<file path="config.mk">
export PLATFORM = sky130hd
export DESIGN_NAME = gshare_predictor
export DESIGN_NICKNAME = d
export VERILOG_FILES = /design/src/rtl/gshare_pkg.sv /design/src/rtl/gshare_pht_bank.sv /design/src/rtl/gshare_predictor.sv
export SDC_FILE = /design/constraint.sdc
export NUM_CORES = 1
export LEC_CHECK = 0
export CORE_ASPECT_RATIO = 1.1
export CORE_UTILIZATION = 35
export CTS_CLUSTER_SIZE = 24
export DETAILED_ROUTE_END_ITERATION = 6
export MAX_ROUTING_LAYER = met4
export PLACE_DENSITY = 0.6
export SLEW_MARGIN = 20
export SYNTH_ARGS = -nofsm -noshare
export SYNTH_HDL_FRONTEND = slang
export SYNTH_HIERARCHICAL = 1
export SYNTH_SLANG_ARGS = --single-unit
</file>
<file path="constraint.sdc">
create_clock -name clk -period 11.85 [get_ports clk]
set_input_delay 2.37 -clock clk [delete_from_list [all_inputs] [get_ports clk]]
set_output_delay 2.37 -clock clk [all_outputs]
set_load 0.05 [all_outputs]
</file>
<file path="src/rtl/gshare_pkg.sv">
// Shared types and the 2-bit saturating counter update for the gshare predictor.
package gshare_pkg;

    typedef enum logic [1:0] {
        SNT = 2'd0,
        WNT = 2'd1,
        WT  = 2'd2,
        ST  = 2'd3
    } pht_ctr_t;

    typedef enum logic {
        INIT = 1'b0,
        RUN  = 1'b1
    } gshare_state_t;

    function automatic pht_ctr_t sat_update(input pht_ctr_t ctr, input logic taken);
        pht_ctr_t nxt;
        unique case (ctr)
            SNT:     nxt = taken ? WNT : SNT;
            WNT:     nxt = taken ? WT  : SNT;
            WT:      nxt = taken ? ST  : WNT;
            ST:      nxt = taken ? ST  : WT;
            default: nxt = WNT;
        endcase
        return nxt;
    endfunction

endpackage

</file>
<file path="src/rtl/gshare_pht_bank.sv">
// Pattern history table: one combinational read port, one write port shared by the
// init sweep (writes WNT) and training (read-modify-write of the addressed counter).
module gshare_pht_bank
    import gshare_pkg::*;
#(
    parameter int unsigned INDEX_BITS = 8
) (
    input  logic                  clk,
    input  logic [INDEX_BITS-1:0] rd_index_i,
    output pht_ctr_t              rd_ctr_o,
    input  logic                  init_we_i,
    input  logic [INDEX_BITS-1:0] init_index_i,
    input  logic                  train_we_i,
    input  logic [INDEX_BITS-1:0] train_index_i,
    input  logic                  train_taken_i
);

    localparam int unsigned Depth = 2 ** INDEX_BITS;

    pht_ctr_t              mem_q [Depth];
    logic                  wr_en;
    logic [INDEX_BITS-1:0] wr_index;
    pht_ctr_t              wr_ctr;

    assign rd_ctr_o = mem_q[rd_index_i];

    // The init sweep owns the write port; training is only asserted in RUN.
    always_comb begin
        wr_en    = 1'b0;
        wr_index = '0;
        wr_ctr   = WNT;
        if (init_we_i) begin
            wr_en    = 1'b1;
            wr_index = init_index_i;
            wr_ctr   = WNT;
        end else if (train_we_i) begin
            wr_en    = 1'b1;
            wr_index = train_index_i;
            wr_ctr   = sat_update(mem_q[train_index_i], train_taken_i);
        end
    end

    always_ff @(posedge clk) begin
        if (wr_en) begin
            mem_q[wr_index] <= wr_ctr;
        end
    end

endmodule

</file>
<file path="src/rtl/gshare_predictor.sv">
// Gshare direction predictor: XOR-folded {pc, ghr} index, registered prediction, history repair.
// Optional lookup/mispredict statistics outputs are enabled by defining GSHARE_STATS_EN.
module gshare_predictor
    import gshare_pkg::*;
#(
    parameter int unsigned GHR_LEN      = 8,
    parameter int unsigned PC_HASH_BITS = 8,
    parameter int unsigned INDEX_BITS   = 8
) (
    input  logic                  clk,
    input  logic                  rst_n,
    input  logic                  i_req_valid,
    input  logic [31:0]           i_req_pc,
    output logic                  o_ready,
    output logic                  o_pred_valid,
    output logic                  o_pred_taken,
    output logic [INDEX_BITS-1:0] o_pred_index,
    output logic [GHR_LEN-1:0]    o_pred_ghr,
    input  logic                  i_upd_valid,
    input  logic [INDEX_BITS-1:0] i_upd_index,
    input  logic [GHR_LEN-1:0]    i_upd_ghr,
    input  logic                  i_upd_taken,
    input  logic                  i_upd_mispredict
`ifdef GSHARE_STATS_EN
    ,
    output logic [31:0]           o_stat_lookups,
    output logic [31:0]           o_stat_mispredicts
`endif
);

    localparam int unsigned FoldW = PC_HASH_BITS + GHR_LEN;

    gshare_state_t         state_q, state_d;
    logic [INDEX_BITS-1:0] init_ptr_q, init_ptr_d;
    logic [GHR_LEN-1:0]    ghr_q, ghr_d;
    logic                  pred_valid_q;
    logic                  pred_taken_q;
    logic [INDEX_BITS-1:0] pred_index_q;
    logic [GHR_LEN-1:0]    pred_ghr_q;

    logic [FoldW-1:0]      fold_src;
    logic [INDEX_BITS-1:0] fold_index;
    pht_ctr_t              rd_ctr;
    logic                  pred_taken;
    logic                  accept;
    logic                  train;
    logic                  unused_bits;

    assign unused_bits = ^{i_req_pc[31:PC_HASH_BITS+2], i_req_pc[1:0], i_upd_ghr[GHR_LEN-1]};

    assign fold_src = {i_req_pc[PC_HASH_BITS+1:2], ghr_q};

    always_comb begin
        fold_index = '0;
        for (int i = 0; i < int'(FoldW); i++) begin
            fold_index[i % INDEX_BITS] = fold_index[i % INDEX_BITS] ^ fold_src[i];
        end
    end

    assign o_ready    = (state_q == RUN) & ~(i_upd_valid & i_upd_mispredict);
    assign accept     = i_req_valid & o_ready;
    assign train      = (state_q == RUN) & i_upd_valid;
    assign pred_taken = rd_ctr inside {WT, ST};

    gshare_pht_bank #(
        .INDEX_BITS (INDEX_BITS)
    ) u_pht (
        .clk           (clk),
        .rd_index_i    (fold_index),
        .rd_ctr_o      (rd_ctr),
        .init_we_i     (state_q == INIT),
        .init_index_i  (init_ptr_q),
        .train_we_i    (train),
        .train_index_i (i_upd_index),
        .train_taken_i (i_upd_taken)
    );

    always_comb begin
        state_d    = state_q;
        init_ptr_d = init_ptr_q;
        unique case (state_q)
            INIT: begin
                init_ptr_d = init_ptr_q + 1'b1;
                if (init_ptr_q == '1) begin
                    state_d = RUN;
                end
            end
            RUN:     state_d = RUN;
            default: state_d = INIT;
        endcase
    end

    // A mispredict blocks acceptance, so repair and speculative shift never collide.
    always_comb begin
        ghr_d = ghr_q;
        if (train && i_upd_mispredict) begin
            ghr_d = {i_upd_ghr[GHR_LEN-2:0], i_upd_taken};
        end else if (accept) begin
            ghr_d = {ghr_q[GHR_LEN-2:0], pred_taken};
        end
    end

    always_ff @(posedge clk or negedge rst_n) begin
        if (!rst_n) begin
            state_q      <= INIT;
            init_ptr_q   <= '0;
            ghr_q        <= '0;
            pred_valid_q <= 1'b0;
            pred_taken_q <= 1'b0;
            pred_index_q <= '0;
            pred_ghr_q   <= '0;
        end else begin
            state_q      <= state_d;
            init_ptr_q   <= init_ptr_d;
            ghr_q        <= ghr_d;
            pred_valid_q <= accept;
            if (accept) begin
                pred_taken_q <= pred_taken;
                pred_index_q <= fold_index;
                pred_ghr_q   <= ghr_q;
            end
        end
    end

    assign o_pred_valid = pred_valid_q;
    assign o_pred_taken = pred_taken_q;
    assign o_pred_index = pred_index_q;
    assign o_pred_ghr   = pred_ghr_q;

`ifdef GSHARE_STATS_EN
    logic [31:0] stat_lookups_q;
    logic [31:0] stat_mispredicts_q;

    always_ff @(posedge clk or negedge rst_n) begin
        if (!rst_n) begin
            stat_lookups_q     <= '0;
            stat_mispredicts_q <= '0;
        end else begin
            if (accept) begin
                stat_lookups_q <= stat_lookups_q + 32'd1;
            end
            if (train && i_upd_mispredict) begin
                stat_mispredicts_q <= stat_mispredicts_q + 32'd1;
            end
        end
    end

    assign o_stat_lookups     = stat_lookups_q;
    assign o_stat_mispredicts = stat_mispredicts_q;
`endif

endmodule
</file>
==> impl_metrics.toml, run 1 <==
[floorplan]
start_util_pct = 35.6
fp-row-count = 101
core_sq_mm = 0.0694
ioPinCount = 73
die_h_um = 281
die_x_um = 255
fp.dieArea_sq_mm = 0.0717

[sta]
fin_hold_ws_ns = 0.506
rsz0062_at_grt = "no"
setup_viol = 0
postLayoutSetupSlackWorst_ns = 4.76
period_share_pct = 59.8
worst_pin_slew_ns = 1.03
clock_skew_ns = 0.0126
max_freq_mhz = 141
final_max_slew_viol_count = 0
min_period_ns = 7.09
hold_viol = 0
finalSetupTns_ns = 0
max_slew_margin_pct = 31.1

[pwr]
p_comb_share_pct = 3.9
p_clk_share_pct = 42.9
netSwitchingFraction_pct = 20.9
power.internal_w = 0.00310
power_density_mw_per_mm2 = 140
power_w = 0.00392
seq_power_share_pct = 53.1
ir_drop_mv = 0.0936
net-switching-power_w = 0.000817
p_leak_nw = 7.72

[place]
gp_congestion = 0.830
detailed_place_hpwl_um = 39300
preCtsSetupSlack_ns = 4.17
port_buffers = 47
dp_cells = 2355

[cts]
cts_root_buffer = "clkbuf_16"
cts_buffers = 55
cts_max_level = 2
cts_tree = "built"
post_cts_buffers = 0
clock_sinks = 547
cts.repair.resized = 0
clk_pin_slew_worst_paths_ns = 0.06
cts_max_path_buffers = 3
clk_latency_ns = 0.61
cts_hold_buf = 0

[grt]
grtUsageTotal_pct = 18.8
grt_pass1_vias = 14456
antenna_found_initial = 1
grt_max_degree = 113
gr-total-overflow = 0
grt_pass1_wl_um = 96200

[worst_hold_path]
hold_path_end = "o_pred_ghr[5]$_DFFE_PN0P_"
min_path_cells = 1
holdCritPathClass = "reg2reg"
min-delay-start = "o_pred_ghr[5]$_DFFE_PN0P_"

[setup_path]
rrSetupSlack_ns = 7.13
start_kind = "primary input"
endpoint_kind = "register"
crit_required_ns = 12.14
critical_path_arrival_ns = 7.38
timing.rr.end = "ghr_q[0]$_DFFE_PN0P_"
critPathKind = "in2reg"
worst_r2r_startpoint = "ghr_q[0]$_DFFE_PN0P_"
path_max_fanout = 80
reg2regPathDepth = 8

[routing]
drtPass1Iterations = 6
vias = 14124
routed_wl_um = 65500
drtIter0Drc = 1735
drc = 0
vias_per_cell = 5.75
wl_per_cell_um = 26.7
ant_nets = 0

[yosys]
netlist_instances = 1468
synth_area_sq_mm = 0.0247
synth.net_count = 1523
ys_warn_count = 6
synth_area_per_cell_sq_um = 16.8

[cells_and_area]
layoutNonFillerInstCount = 2456
drive_gt1_share_pct = 23.0
antenna_cells = 0
area_growth_pct = 12.8
nets = 1540

[run_status]
outcome = "complete, no violations"

[run]
maxCapViolCount = 0
sequential cells by signal, indices dropped and copies added, names as in the netlist:
signal        count
init_ptr_q        8
o_pred_index      8
o_pred_taken      1
state_q           1
o_pred_valid      1
ghr_q             8
u_pht/mem_q     512
o_pred_ghr        8
critical path, cell delays in order:
cell and delay [ns]:
buf_4 0.41, buf_4 0.55, nand2b_1 0.77, o221ai_1 0.23
a21oi_1 0.22, a211oi_1 0.07, o31ai_1 0.53, o32a_1 0.28
a21oi_1 0.10, o21bai_4 0.42, buf_4 0.58, buf_4 0.73
per-layer routing:
metal / vias to the layer above / global-route usage [%] / wire [um]
met5: - / - / 0
met4: 0 / 6.01 / 2080
met3: 145 / 3.21 / 5350
met2: 677 / 30.4 / 32200
met1: 7431 / 24.1 / 25900
li1: 5871 / - / -
stage by stage:
stage          utilization [%]  instance area (sq um)
2_1_floorplan                -                  24700
3_3_place_gp              37.7                  26200
3_5_place_dp              37.7                  26200
4_1_cts                   40.2                  27900
5_1_grt                   40.2                  27900
6_report                  40.2                  27900
placed cells by master, fill, tap and decap left out, types with 4 or more instances in the layout:
master           instances
a21oi_1                 14
a22o_1                   4
a211oi_1                 7
mux4_2                 204
bufinv_16                4
inv_1                    4
nor2b_1                  4
xnor2_1                  5
o221ai_1                15
nor3_1                  14
mux2i_1                 42
nand2b_1                 6
clkbuf_1                11
o31ai_1                  8
edfxtp_1               512
xor2_1                   6
a221o_1                  8
clkdlybuf4s50_1         44
nand3b_1                 5
buf_4                   36
a22oi_1                  6
and2_1                   9
o22ai_1                 12
dfrtp_1                 35
nand2_1                 63
mux2_2                  18
nand3_1                 12
nor2_1                 265
clkinv_2                12
clkbuf_16               57
o21ai_0                 17
clkinv_1                16
o32ai_1                  4
how the worst max path moves through the flow:
stage / cells after the start / endpoint / start / slack [ns]
final: 12 / u_pht/mem_q[123][0]$_DFFE_PP_ / i_upd_index[1] / 4.76
after global routing: 12 / u_pht/mem_q[236][0]$_DFFE_PP_ / i_upd_index[0] / 4.54
after CTS: 12 / u_pht/mem_q[121][0]$_DFFE_PP_ / i_upd_index[0] / 4.78
after detailed placement: 12 / u_pht/mem_q[170][0]$_DFFE_PP_ / i_upd_index[0] / 4.17
after global placement: 12 / u_pht/mem_q[170][0]$_DFFE_PP_ / i_upd_index[0] / 4.29
after floorplan: 12 / u_pht/mem_q[0][1]$_DFFE_PP_ / i_upd_index[1] / 2.53
final cells by class:
class	count	area (sq um)
fill	6176	41500
sequential	547	16300
multi-input combinational	790	7950
clock buffer	68	1470
tap	927	1160
timing repair buffer	84	762
clock inverter	33	251
inverter	7	33.8
power groups by stage:
stage                     Combinational [W]  Clock (W)  Sequential [W]
after global placement             0.000155          0         0.00212
final                              0.000154    0.00168         0.00208
after floorplan                   0.0000999          0         0.00212
after CTS                          0.000155    0.00171         0.00208
after global routing               0.000161    0.00178         0.00208
after detailed placement           0.000155          0         0.00212
(Power assumes the default switching activity.)
==> run 2: changes to the inputs <==
==> constraint.sdc (replaced) <==
create_clock -name clk -period 6.8 [get_ports clk]
set_input_delay 1.36 -clock clk [delete_from_list [all_inputs] [get_ports clk]]
set_output_delay 1.36 -clock clk [all_outputs]
set_load 0.05 [all_outputs]
==> impl_metrics.toml, run 2 (synthesized netlist as in run 1, its figures left out) <==
[cells_and_area]
most-common-layout-cells = "512 x edfxtp_1, 265 x nor2_1, 204 x mux4_2"
drive_gt1_share_pct = 24.3
final_common_cell = "edfxtp_1"
top_register = "u_pht/mem_q"
area_growth_pct = 13.9
antenna_cells = 0
nets = 1558
multi_input_area_sq_mm = 0.00795
num-fill-cells = 6136
seq_area_sq_mm = 0.0163
utilization_pct = 40.6
largest_reg_flops = 512

[setup_path]
endpoint = "u_pht/mem_q[66][1]$_DFFE_PP_"
rrSetupSlack_ns = 2.87
start_kind = "primary input"
path_max_fanout = 164
endpoint_kind = "register"
slowest_delay_ns = 1.00
critical_path_arrival_ns = 5.91
worst_r2r_startpoint = "ghr_q[2]$_DFFE_PN0P_"
critPathKind = "in2reg"
reg2regPathDepth = 6
slowest_stage = "clkdlybuf4s50_1"
crit_required_ns = 7.10
path_cells = "clkdlybuf4s50_1 -> clkinv_1 -> buf_4 -> mux4_2 -> nand2_1 -> a21boi_0 -> nor4_1 -> o32ai_1 -> o21ai_0 -> a21oi_4 -> buf_12"
critPathLaunch = "i_upd_index[2]"
timing.rr.end = "ghr_q[0]$_DFFE_PN0P_"

[sta]
clock_skew_ns = 0.0190
max_freq_mhz = 178
final_max_slew_viol_count = 0
hold_viol = 0
setup_viol = 0
max_slew_margin_pct = 21.1
rsz0062_at_grt = "no"
fin_hold_ws_ns = 0.504
finalSetupTns_ns = 0
period_share_pct = 82.5
worst_pin_slew_ns = 1.18
min_period_ns = 5.61

[cts]
cts.repair.resized = 0
cts_buffers = 57
post_cts_buffers = 0
clock_sinks = 547
cts_max_path_buffers = 3
clk_latency_ns = 0.61
cts_max_level = 2
clk_pin_slew_worst_paths_ns = 0.06
cts_tree = "built"
cts_hold_buf = 0
cts_root_buffer = "clkbuf_16"

[pwr]
p_clk_share_pct = 43.6
netSwitchingFraction_pct = 20.7
power.internal_w = 0.00549
power_w = 0.00693
net-switching-power_w = 0.00143
seq_power_share_pct = 52.3
p_comb_share_pct = 4.1
p_leak_nw = 7.88
ir_drop_mv = 0.170
power_density_mw_per_mm2 = 246

[grt]
gr-total-overflow = 0
antenna_found_initial = 0
grtUsageTotal_pct = 18.7
grt_pass1_vias = 14476
grt_max_degree = 219
grt_pass1_wl_um = 96000

[floorplan]
die_x_um = 255
fp-row-count = 101
start_util_pct = 35.6
core_sq_mm = 0.0694
fp.dieArea_sq_mm = 0.0717
ioPinCount = 73
die_h_um = 281

[routing]
wl_per_cell_um = 26.4
vias = 14219
ant_nets = 0
drc = 0
routed_wl_um = 65400
drtPass1Iterations = 5
drtIter0Drc = 1625
vias_per_cell = 5.75

[worst_hold_path]
min-delay-start = "o_pred_taken$_DFFE_PN0P_"
holdCritPathClass = "reg2reg"

[place]
detailed_place_hpwl_um = 41900
port_buffers = 47
gp_congestion = 0.848

[run]
maxCapViolCount = 0

[run_status]
outcome = "complete, no violations"
[run 2: changes by cell type in the layout (fill, tap and decap cells not counted), sizes merged]
cell	delta
buf	+16
bufinv	+2
clkinv	+1
clkinvlp	-2
[run 2: routing by layer]
layer	up-vias	wire length, um	GRT usage [%]
li1	5924	-	-
met1	7547	26800	24.4
met2	637	31700	29.7
met3	111	5160	3.39
met4	0	1780	6.07
met5	-	0	-
[run 2: how the worst min path moves through the flow]
stage	endpoint	slack, ns	depth (start not counted)
finish	o_pred_taken$_DFFE_PN0P_	0.50	1
global route	o_pred_index[3]$_DFFE_PN0P_	0.52	1
CTS	o_pred_taken$_DFFE_PN0P_	0.51	1
detailed placement	o_pred_index[6]$_DFFE_PN0P_	0.50	1
global placement	o_pred_ghr[7]$_DFFE_PN0P_	0.49	1
floorplan	init_ptr_q[5]$_DFFE_PN0N_	0.52	1
[run 2: stage by stage]
stage,cell area [sq um],worst slack [ns],cells
2_1_floorplan,24700,0.445,1468
3_3_place_gp,26400,0.688,2371
3_5_place_dp,26400,0.662,2371
4_1_cts,28200,1.29,2473
5_1_grt,28200,0.996,2473
6_report,28200,1.19,2473
[run 2: worst max-delay path, delay by kind of cell]
kind            cells  cell delay (ns)
compound gates      4             1.74
buf+inv             4             2.09
mux                 1             0.27
simple gates        2             0.23
[run 2: power by group through the flow]
stage / registers (W) / logic [W] / clock network, W
after global placement: 0.00370 / 0.000283 / 0
after detailed placement: 0.00370 / 0.000283 / 0
after floorplan: 0.00370 / 0.000175 / 0
after global routing: 0.00362 / 0.000296 / 0.00319
final: 0.00363 / 0.000282 / 0.00302
after CTS: 0.00363 / 0.000284 / 0.00308
[run 2: cell type report]
cell class / instances / area share, %
sequential: 547 / 57.7
multi-input combinational: 790 / 28.2
clock buffer: 68 / 5.21
tap: 927 / 4.12
timing repair buffer: 100 / 3.47
clock inverter: 34 / 1.12
inverter: 7 / 0.120
